$ cat src/rtl/sequence_generator.sv
// Serial bit-pattern transmitter: captures pattern/len_m1 on load, then emits one bit per step on X.
// Optional continuous looping is enabled by defining SEQ_GEN_REPEAT_EN (adds the repeat_en port).
module sequence_generator #(
  parameter int PAT_W = 16,
  parameter int IDX_W = 4
) (
  input  logic             clk100mhz,
  input  logic             reset,
  input  logic             step,
  input  logic             load,
  input  logic [PAT_W-1:0] pattern,
  input  logic [IDX_W-1:0] len_m1,
`ifdef SEQ_GEN_REPEAT_EN
  input  logic             repeat_en,
`endif
  output logic             X,
  output logic             X_valid,
  output logic             busy,
  output logic             done,
  output logic [IDX_W-1:0] Q
);

  typedef enum logic [1:0] {
    S_IDLE = 2'd0,
    S_SEND = 2'd1,
    S_DONE = 2'd2
  } state_t;

  state_t             state_reg;
  state_t             state_next;
  logic [PAT_W-1:0]   shreg_reg;
  logic [IDX_W-1:0]   cnt_reg;
  logic [IDX_W-1:0]   q_reg;
  logic               done_reg;
  logic               load_go;
  logic               last_step;
  logic               wrap;

  assign load_go   = load && (state_reg != S_SEND);
  assign last_step = (state_reg == S_SEND) && step && (q_reg == cnt_reg);

`ifdef SEQ_GEN_REPEAT_EN
  logic [PAT_W-1:0]   pat_q;
  assign wrap = last_step && repeat_en;
`else
  assign wrap = 1'b0;
`endif

  always_ff @(posedge clk100mhz or negedge reset) begin
    if (!reset) state_reg <= S_IDLE;
    else        state_reg <= state_next;
  end

  always_comb begin
    state_next = state_reg;
    case (state_reg)
      S_IDLE, S_DONE: if (load) state_next = S_SEND;
      S_SEND:         if (last_step && !wrap) state_next = S_DONE;
      default:        state_next = S_IDLE;
    endcase
  end

  // Since PAT_W == 2**IDX_W, ~len_m1 equals PAT_W-1-len_m1: the first bit lands on the MSB.
  always_ff @(posedge clk100mhz or negedge reset) begin
    if (!reset) begin
      shreg_reg <= '0;
      cnt_reg   <= '0;
      q_reg     <= '0;
      done_reg  <= 1'b0;
`ifdef SEQ_GEN_REPEAT_EN
      pat_q     <= '0;
`endif
    end else begin
      done_reg <= last_step;
      if (load_go) begin
        shreg_reg <= pattern << ~len_m1;
        cnt_reg   <= len_m1;
        q_reg     <= '0;
`ifdef SEQ_GEN_REPEAT_EN
        pat_q     <= pattern;
`endif
      end else if ((state_reg == S_SEND) && step) begin
        if (q_reg != cnt_reg) begin
          shreg_reg <= shreg_reg << 1;
          q_reg     <= q_reg + IDX_W'(1);
        end
`ifdef SEQ_GEN_REPEAT_EN
        else if (wrap) begin
          shreg_reg <= pat_q << ~cnt_reg;
          q_reg     <= '0;
        end
`endif
      end
    end
  end

  always_comb begin
    X       = (state_reg == S_SEND) && shreg_reg[PAT_W-1];
    X_valid = (state_reg == S_SEND);
    busy    = (state_reg == S_SEND);
    done    = done_reg;
    Q       = q_reg;
  end

endmodule
$ cat config.mk
export PLATFORM = sky130hd
export DESIGN_NAME = sequence_generator
export DESIGN_NICKNAME = d
export VERILOG_FILES = /design/src/rtl/sequence_generator.sv
export SDC_FILE = /design/constraint.sdc
export NUM_CORES = 1
export LEC_CHECK = 0
export CELL_PAD_IN_SITES_DETAIL_PLACEMENT = 1
export CELL_PAD_IN_SITES_GLOBAL_PLACEMENT = 1
export CORE_ASPECT_RATIO = 1.4
export CORE_UTILIZATION = 35
export CTS_CLUSTER_SIZE = 24
export DETAILED_ROUTE_END_ITERATION = 6
export PLACE_DENSITY = 0.78
export SYNTH_ARGS = -nofsm -noshare
export SYNTH_HDL_FRONTEND = slang
export SYNTH_SLANG_ARGS = --single-unit
$ cat constraint.sdc
create_clock -name clk100mhz -period 1.54 [get_ports clk100mhz]
set_input_delay 0.308 -clock clk100mhz [delete_from_list [all_inputs] [get_ports clk100mhz]]
set_output_delay 0.308 -clock clk100mhz [all_outputs]
set_load 0.01 [all_outputs]
==> results of run 1 <==
## routing by layer
metal | GRT usage (%) | part of all wire, % | up-vias
met5 | 0 | 0 | -
li1 | - | - | 806
met2 | 38.1 | 57 | 39
met3 | 2.15 | 1.7 | 13
met1 | 21.2 | 37 | 854
met4 | 10.1 | 3.5 | 0
## power by group through the flow
stage | logic (W) | registers, W | clock network, W
2_1_floorplan | 0.00139 | 0.00124 | 0
3_3_place_gp | 0.00212 | 0.00123 | 0
3_5_place_dp | 0.00221 | 0.00126 | 0
4_1_cts | 0.00227 | 0.00125 | 0.000421
5_1_grt | 0.00246 | 0.00129 | 0.000445
6_report | 0.00226 | 0.00124 | 0.000413
## cells in the final DEF (no fill, tap or decap), types with 3 or more instances in the layout
master and n:
nand2_1 21, nor2_1 9, xnor2_2 4, dlygate4sd2_1 10
nand3_1 4, nor3_1 3, and3_1 4, buf_4 37
mux2_2 4, a21oi_1 6, dfrtp_1 25, o22a_1 4
clkdlybuf4s50_1 17, buf_12 3, nand4_1 4, o22ai_1 5
inv_1 10, mux2i_1 18, clkbuf_8 3, mux4_2 10
## stage by stage
step / cell area (µm²) / setup slack (ns) / setup TNS, ns / hold slack, ns
floorplan: 1960 / -0.0954 / -0.0954 / 0.0124
global placement: 2580 / -0.562 / -8.28 / 0.472
detailed placement: 2580 / -0.608 / -9.10 / 0.476
CTS: 2690 / -0.105 / -0.706 / 0.414
global route: 2690 / -0.153 / -1.76 / 0.443
finish: 2690 / -0.0865 / -0.506 / 0.400
## path summary, 6_finish.rpt
kind,startpoint,endpoint,slack (ns)
max in group asynchronous,reset,Q[1]$_DFFE_PN0P_,0.85
min in group clk100mhz,state_reg[1]$_DFFE_PN0P_,state_reg[1]$_DFFE_PN0P_,0.50
min reg2reg,state_reg[1]$_DFFE_PN0P_,state_reg[1]$_DFFE_PN0P_,0.50
max,state_reg[1]$_DFFE_PN0P_,shreg_reg[9]$_DFFE_PN0P_,-0.09
max reg2reg,state_reg[1]$_DFFE_PN0P_,shreg_reg[9]$_DFFE_PN0P_,-0.09
min,reset,cnt_reg[3]$_DFFE_PN0P_,0.40
## repair_timing
action,CTS,global route
gates resized for setup,28,4
buffers inserted,3,1
endpoints found under the setup margin,24,20
pin swaps,4,1
gates cloned,1,0
## cell families (layout without fill, tap and decap cells)
logic type,count (synthesis),count (layout),synth area share [%]
mux,36,36,25.4
simple gates,56,56,13.8
compound gates,35,35,14.8
fa+ha+maj,1,1,0.639
flops,27,27,34.5
buf+inv,25,88,7.10
xor+xnor,5,5,3.77
## area by class of cell
type | instances | area, µm²
Multi-Input combinational cell | 133 | 1170
Clock buffer | 4 | 45.0
Fill cell | 611 | 2580
Timing Repair Buffer | 74 | 677
Inverter | 10 | 37.5
Sequential cell | 27 | 678
Tap cell | 66 | 82.6
## worst register-to-register path, delay by kind of cell, from the launching register on
kind | cells | cell delay [ns]
multiplexers | 1 | 0.32
AO/OA/AOI/OAI | 2 | 0.57
AND/OR/NAND/NOR | 1 | 0.24
flip-flops | 1 | 0.39
==> run_results.csv, run 1 <==
group,metric,value,unit
final_layout,final_core_util,51.0,%
cts,cts_made_buffers,3,
yosys,synth_top_cell_area_share,34.5,%
setup_path,slowest_stage,"dfrtp_1",
pwr,p_int,0.00241,W
final_layout,finalNonFillerCells,314,
floorplanning,fp-row-count,31,
pwr,combPwrFrac,57.6,%
pwr,peakVddDrop,0.417,mV
setup_path,cp_cell_sequence,"nand3b_1 -> a41oi_4 -> mux2_4 -> a221o_1",
pwr,seqPwrFrac,31.8,%
floorplanning,die_area,0.00590,mm²
setup_path,slowest_delay,0.39,ns
route,drtIter0Drc,44,
setup_path,critPathMaxFanout,3,
sta,fin_crit_sh,106,%
setup_path,arrival,1.79,ns
cts,path_clk_slew,0.09,ns
yosys,ys_seq_area_share,34.5,%
route,drt_first_pass_iters,4,
floorplanning,num_io_pins,32,
setup_path,crit_type,"reg -> reg",
placement,port_buffers,31,
pwr,power.switching,0.00151,W
global_routing,grt_pass1_vias,1945,
run_status,status,"complete, but fails checks",
pwr,powerDensity,1450,mW/mm²
route,ant_nets,0,
route,post_drt_wl_per_cell,17.3,µm
route,drc_errors,0,
sta,rsz0062_at_grt,"yes",
cts,cts_max_path_buffers,2,
sta,setup_viol,12,
setup_path,worstSetupEndpointType,"register",
sta,tightest_slew,0.359,ns
yosys,synth_flop_cell,"dfrtp_1",
setup_path,crit_buf_inv,0,
global_routing,grt_first_pass_wirelength,9280,µm
final_layout,largest_register_ffs,16,
global_routing,grt_start_max_net_pins,28,
sta,slew_violations,0,
placement,dp_cells,305,
yosys,synth_area_leader_cell,"dfrtp_1",
flow_run,maxCapViolCount,0,
pwr,p_clk_share,10.6,%
cts,htreeDepth,1,
yosys,synth_most_common_cell,"dfrtp_1",
sta,layout_setup_ws,-0.0865,ns
setup_path,crit_required,1.71,ns
pwr,power.leakage,1.22,nW
global_routing,antenna_found_initial,0,
yosys,ys_ff_latch,27,
yosys,syn_area_per_cell,10.6,µm²
yosys,yosys-top-cells-count,"dfrtp_1, nand2_1, mux2i_1",
global_routing,groute.usage.overall,20.2,%
sta,fin_crit,1.63,ns
final_layout,drive_above_1_share,33.1,%
cts,clock_latency,0.28,ns
yosys,syn-cell-area,0.00196,mm²
floorplanning,die_h,90.5,µm
sta,maxSlewHeadroom,76.1,%
global_routing,grt-ovfl-total,0,
floorplanning,core,0.00528,mm²
setup_path,cp_top_family,"compound AO/OA/AOI/OAI gates",
final_layout,nNetsFinal,274,
cts,cts_tree,"built",
floorplanning,fp.dieW,65.2,µm
sta,fmaxAchievable,0.615,GHz
yosys,synth_edf_count,0,
sta,clock_skew,0.00265,ns
yosys,ys_types,48,
route,vias_per_cell,5.45,
pwr,total_power,0.00391,W
yosys,async_reset_ff_share,100,%
run_status,violations,"setup timing",
setup_path,startpoint_type,"register",
setup_path,rr_worst_depth,4,
yosys,ys_warn_count,0,
setup_path,worst-path-stages,4,
final_layout,area_growth,37.5,%
sta,hold_violations,0,
route,dr_total_vias,1712,
yosys,synth_area_leaders,"dfrtp_1, mux4_2, mux2i_1, nand2_1, xnor2_2",
cts,cts_root_buf,"clkbuf_8",
yosys,syn_inst,185,
placement,dp_hpwl,4270,µm
final_layout,diodes,0,
route,routed_wl,5430,µm
yosys,syn-num-nets,210,
worst_hold_path,hp-class,"in -> async",
placement,gp_congestion,0.787,
cts,cts_hold_buf,0,
pwr,p_sw_share,38.5,%
floorplanning,start_util,37.1,%
cts,cts_sinks,27,
No activity file was read; power rests on OpenSTA's default activity.
==> inputs of run 2 (changes only) <==
--- a/config.mk
+++ b/config.mk
@@ -5,9 +5,11 @@
 export SDC_FILE = /design/constraint.sdc
 export NUM_CORES = 1
 export LEC_CHECK = 0
+export CAP_MARGIN = 20
 export CELL_PAD_IN_SITES_DETAIL_PLACEMENT = 1
 export CELL_PAD_IN_SITES_GLOBAL_PLACEMENT = 1
 export CORE_ASPECT_RATIO = 1.4
+export CORE_MARGIN = 5
 export CORE_UTILIZATION = 35
 export CTS_CLUSTER_SIZE = 24
 export DETAILED_ROUTE_END_ITERATION = 6
==> run 2 against run 1 <==
  * Sequential share of layout area decreased by 0.40 points
  * Critical path type unchanged
  * The flow still finishes with violations (setup timing)
  * Cell count unchanged
  * Wire length decreased by 0.35%
  * Largest cell class unchanged
==> run_results.csv, run 2 (same netlist as run 1, synthesis figures left out) <==
group,metric,value,unit
route,ant_nets,0,
placement,dp_cells,307,
global_routing,antenna_found_initial,0,
floorplanning,core,0.00549,mm²
pwr,peakVddDrop,0.457,mV
sta,setup_viol,14,
final_layout,drive_above_1_share,34.6,%
cts,path_clk_slew,0.09,ns
setup_path,crit_type,"reg -> reg",
global_routing,grt_first_pass_wirelength,8710,µm
global_routing,met3_usage,1.22,%
run_status,violations,"setup timing",
global_routing,use_met2,30.5,%
cts,cts_max_path_buffers,2,
setup_path,worstSetupEndpointType,"register",
setup_path,crit_required,1.70,ns
floorplanning,num_io_pins,32,
route,routed_wl,5410,µm
route,post_drt_wl_per_cell,17.2,µm
sta,fmaxAchievable,0.604,GHz
setup_path,cp_cell_sequence,"nand3b_1 -> a41oi_4 -> mux2_4 -> a221o_1",
sta,clock_skew,0.00256,ns
final_layout,layout_commonest_cell,"buf_4",
final_layout,area_growth,39.8,%
cts,cts_made_buffers,3,
pwr,powerDensity,1430,mW/mm²
placement,dp_hpwl,4300,µm
final_layout,finalNonFillerCells,314,
final_layout,nNetsFinal,272,
route,drtIter0Drc,48,
sta,fin_crit_sh,107,%
cts,cts_sinks,27,
setup_path,cp_top_family,"compound AO/OA/AOI/OAI gates",
setup_path,slowest_delay,0.39,ns
sta,maxSlewHeadroom,75.0,%
placement,gp_congestion,0.837,
global_routing,grt_start_max_net_pins,28,
sta,fin_crit,1.65,ns
final_layout,largest_register_ffs,16,
setup_path,critPathMaxFanout,3,
cts,cts_root_buf,"clkbuf_8",
setup_path,startpoint_type,"register",
final_layout,design_area,0.00274,mm²
global_routing,grt_use_met1,16.0,%
setup_path,crit_buf_inv,0,
sta,slew_violations,0,
final_layout,final_cell_mix,"buf_4, dfrtp_1, nand2_1",
route,dr_total_vias,1698,
setup_path,arrival,1.82,ns
floorplanning,start_util,35.7,%
cts,htreeDepth,1,
cts,clock_latency,0.27,ns
worst_hold_path,hp-class,"in -> async",
global_routing,grt_busiest_layer,"met2",
final_layout,num-fill-cells,591,
floorplanning,die_area,0.00721,mm²
pwr,power.leakage,1.22,nW
floorplanning,fp.dieW,73.2,µm
global_routing,grt-ovfl-total,0,
cts,cts_hold_buf,0,
flow_run,maxCapViolCount,0,
sta,rsz0062_at_grt,"yes",
route,drt_first_pass_iters,4,
placement,port_buffers,31,
sta,layout_setup_ws,-0.115,ns
final_layout,diodes,0,
global_routing,grt_pass1_vias,1834,
cts,cts_tree,"built",
floorplanning,die_h,98.5,µm
route,drc_errors,0,
sta,hold_violations,0,
setup_path,slowest_stage,"dfrtp_1",
route,vias_per_cell,5.41,
run_status,status,"complete, but fails checks",
sta,tightest_slew,0.365,ns
placement,placed_area,0.00258,mm²
floorplanning,fp-row-count,32,
global_routing,groute.usage.overall,15.7,%
[run 2: changes by cell type in the layout (fill, tap and decap cells not counted), sizes merged]
cell / previous run / this run
clkbuf: 6 / 7
bufbuf: 1 / 0
buf: 43 / 41
clkdlybuf4s50: 17 / 16
dlymetal6s2s: 0 / 1
[run 2: layer usage]
metal	wire, µm	share of wire, %
met1	1900	35
met2	3080	57
met3	192	3.6
met4	229	4.2
met5	0	0
[run 2: worst paths after layout]
kind                       slack, ns                         to                startpoint  cells past startpoint
max                            -0.11   shreg_reg[9]$_DFFE_PN0P_  state_reg[1]$_DFFE_PN0P_                      4
min                             0.40  shreg_reg[13]$_DFFE_PN0P_                     reset                      2
max reg2reg                    -0.11   shreg_reg[9]$_DFFE_PN0P_  state_reg[1]$_DFFE_PN0P_                      4
min reg2reg                     0.49   state_reg[1]$_DFFE_PN0P_  state_reg[1]$_DFFE_PN0P_                      1
max in group asynchronous       0.85           Q[1]$_DFFE_PN0P_                     reset                      2
min in group clk100mhz          0.49   state_reg[1]$_DFFE_PN0P_  state_reg[1]$_DFFE_PN0P_                      1
[run 2: final cells by class]
cell class / instances / area [µm²] / area share, %
sequential: 27 / 678 / 24.8
inverter: 10 / 37.5 / 1.37
timing repair buffer: 72 / 664 / 24.3
tap: 68 / 85.1 / 3.11
clock buffer: 4 / 45.0 / 1.65
multi-input combinational: 133 / 1220 / 44.8
[run 2: stage by stage]
step / total power (W) / setup TNS [ns] / hold slack, ns / setup slack, ns / utilization [%]
CTS: 0.00392 / -1.04 / 0.409 / -0.125 / 49.0
detailed placement: 0.00346 / -8.87 / 0.477 / -0.578 / 47.0
global route: 0.00421 / -1.87 / 0.450 / -0.181 / 49.9
floorplan: 0.00262 / -0.0954 / 0.0124 / -0.0954 / -
global placement: 0.00337 / -8.23 / 0.469 / -0.551 / 47.0
finish: 0.00392 / -0.662 / 0.399 / -0.115 / 49.9
[run 2: what timing repair did]
action                                  in CTS  in global routing
pin swaps                                    0                  2
setup buffers                                3                  0
gates resized for setup                     26                 17
endpoints found under the setup margin      24                 22
[run 2: power breakdown]
part	leakage [nW]	switching, W	internal [W]
clock network	0.0228	0.000215	0.000186
registers	0.335	0.000238	0.00102
logic	0.860	0.00106	0.00119
total	1.22	0.00152	0.00240
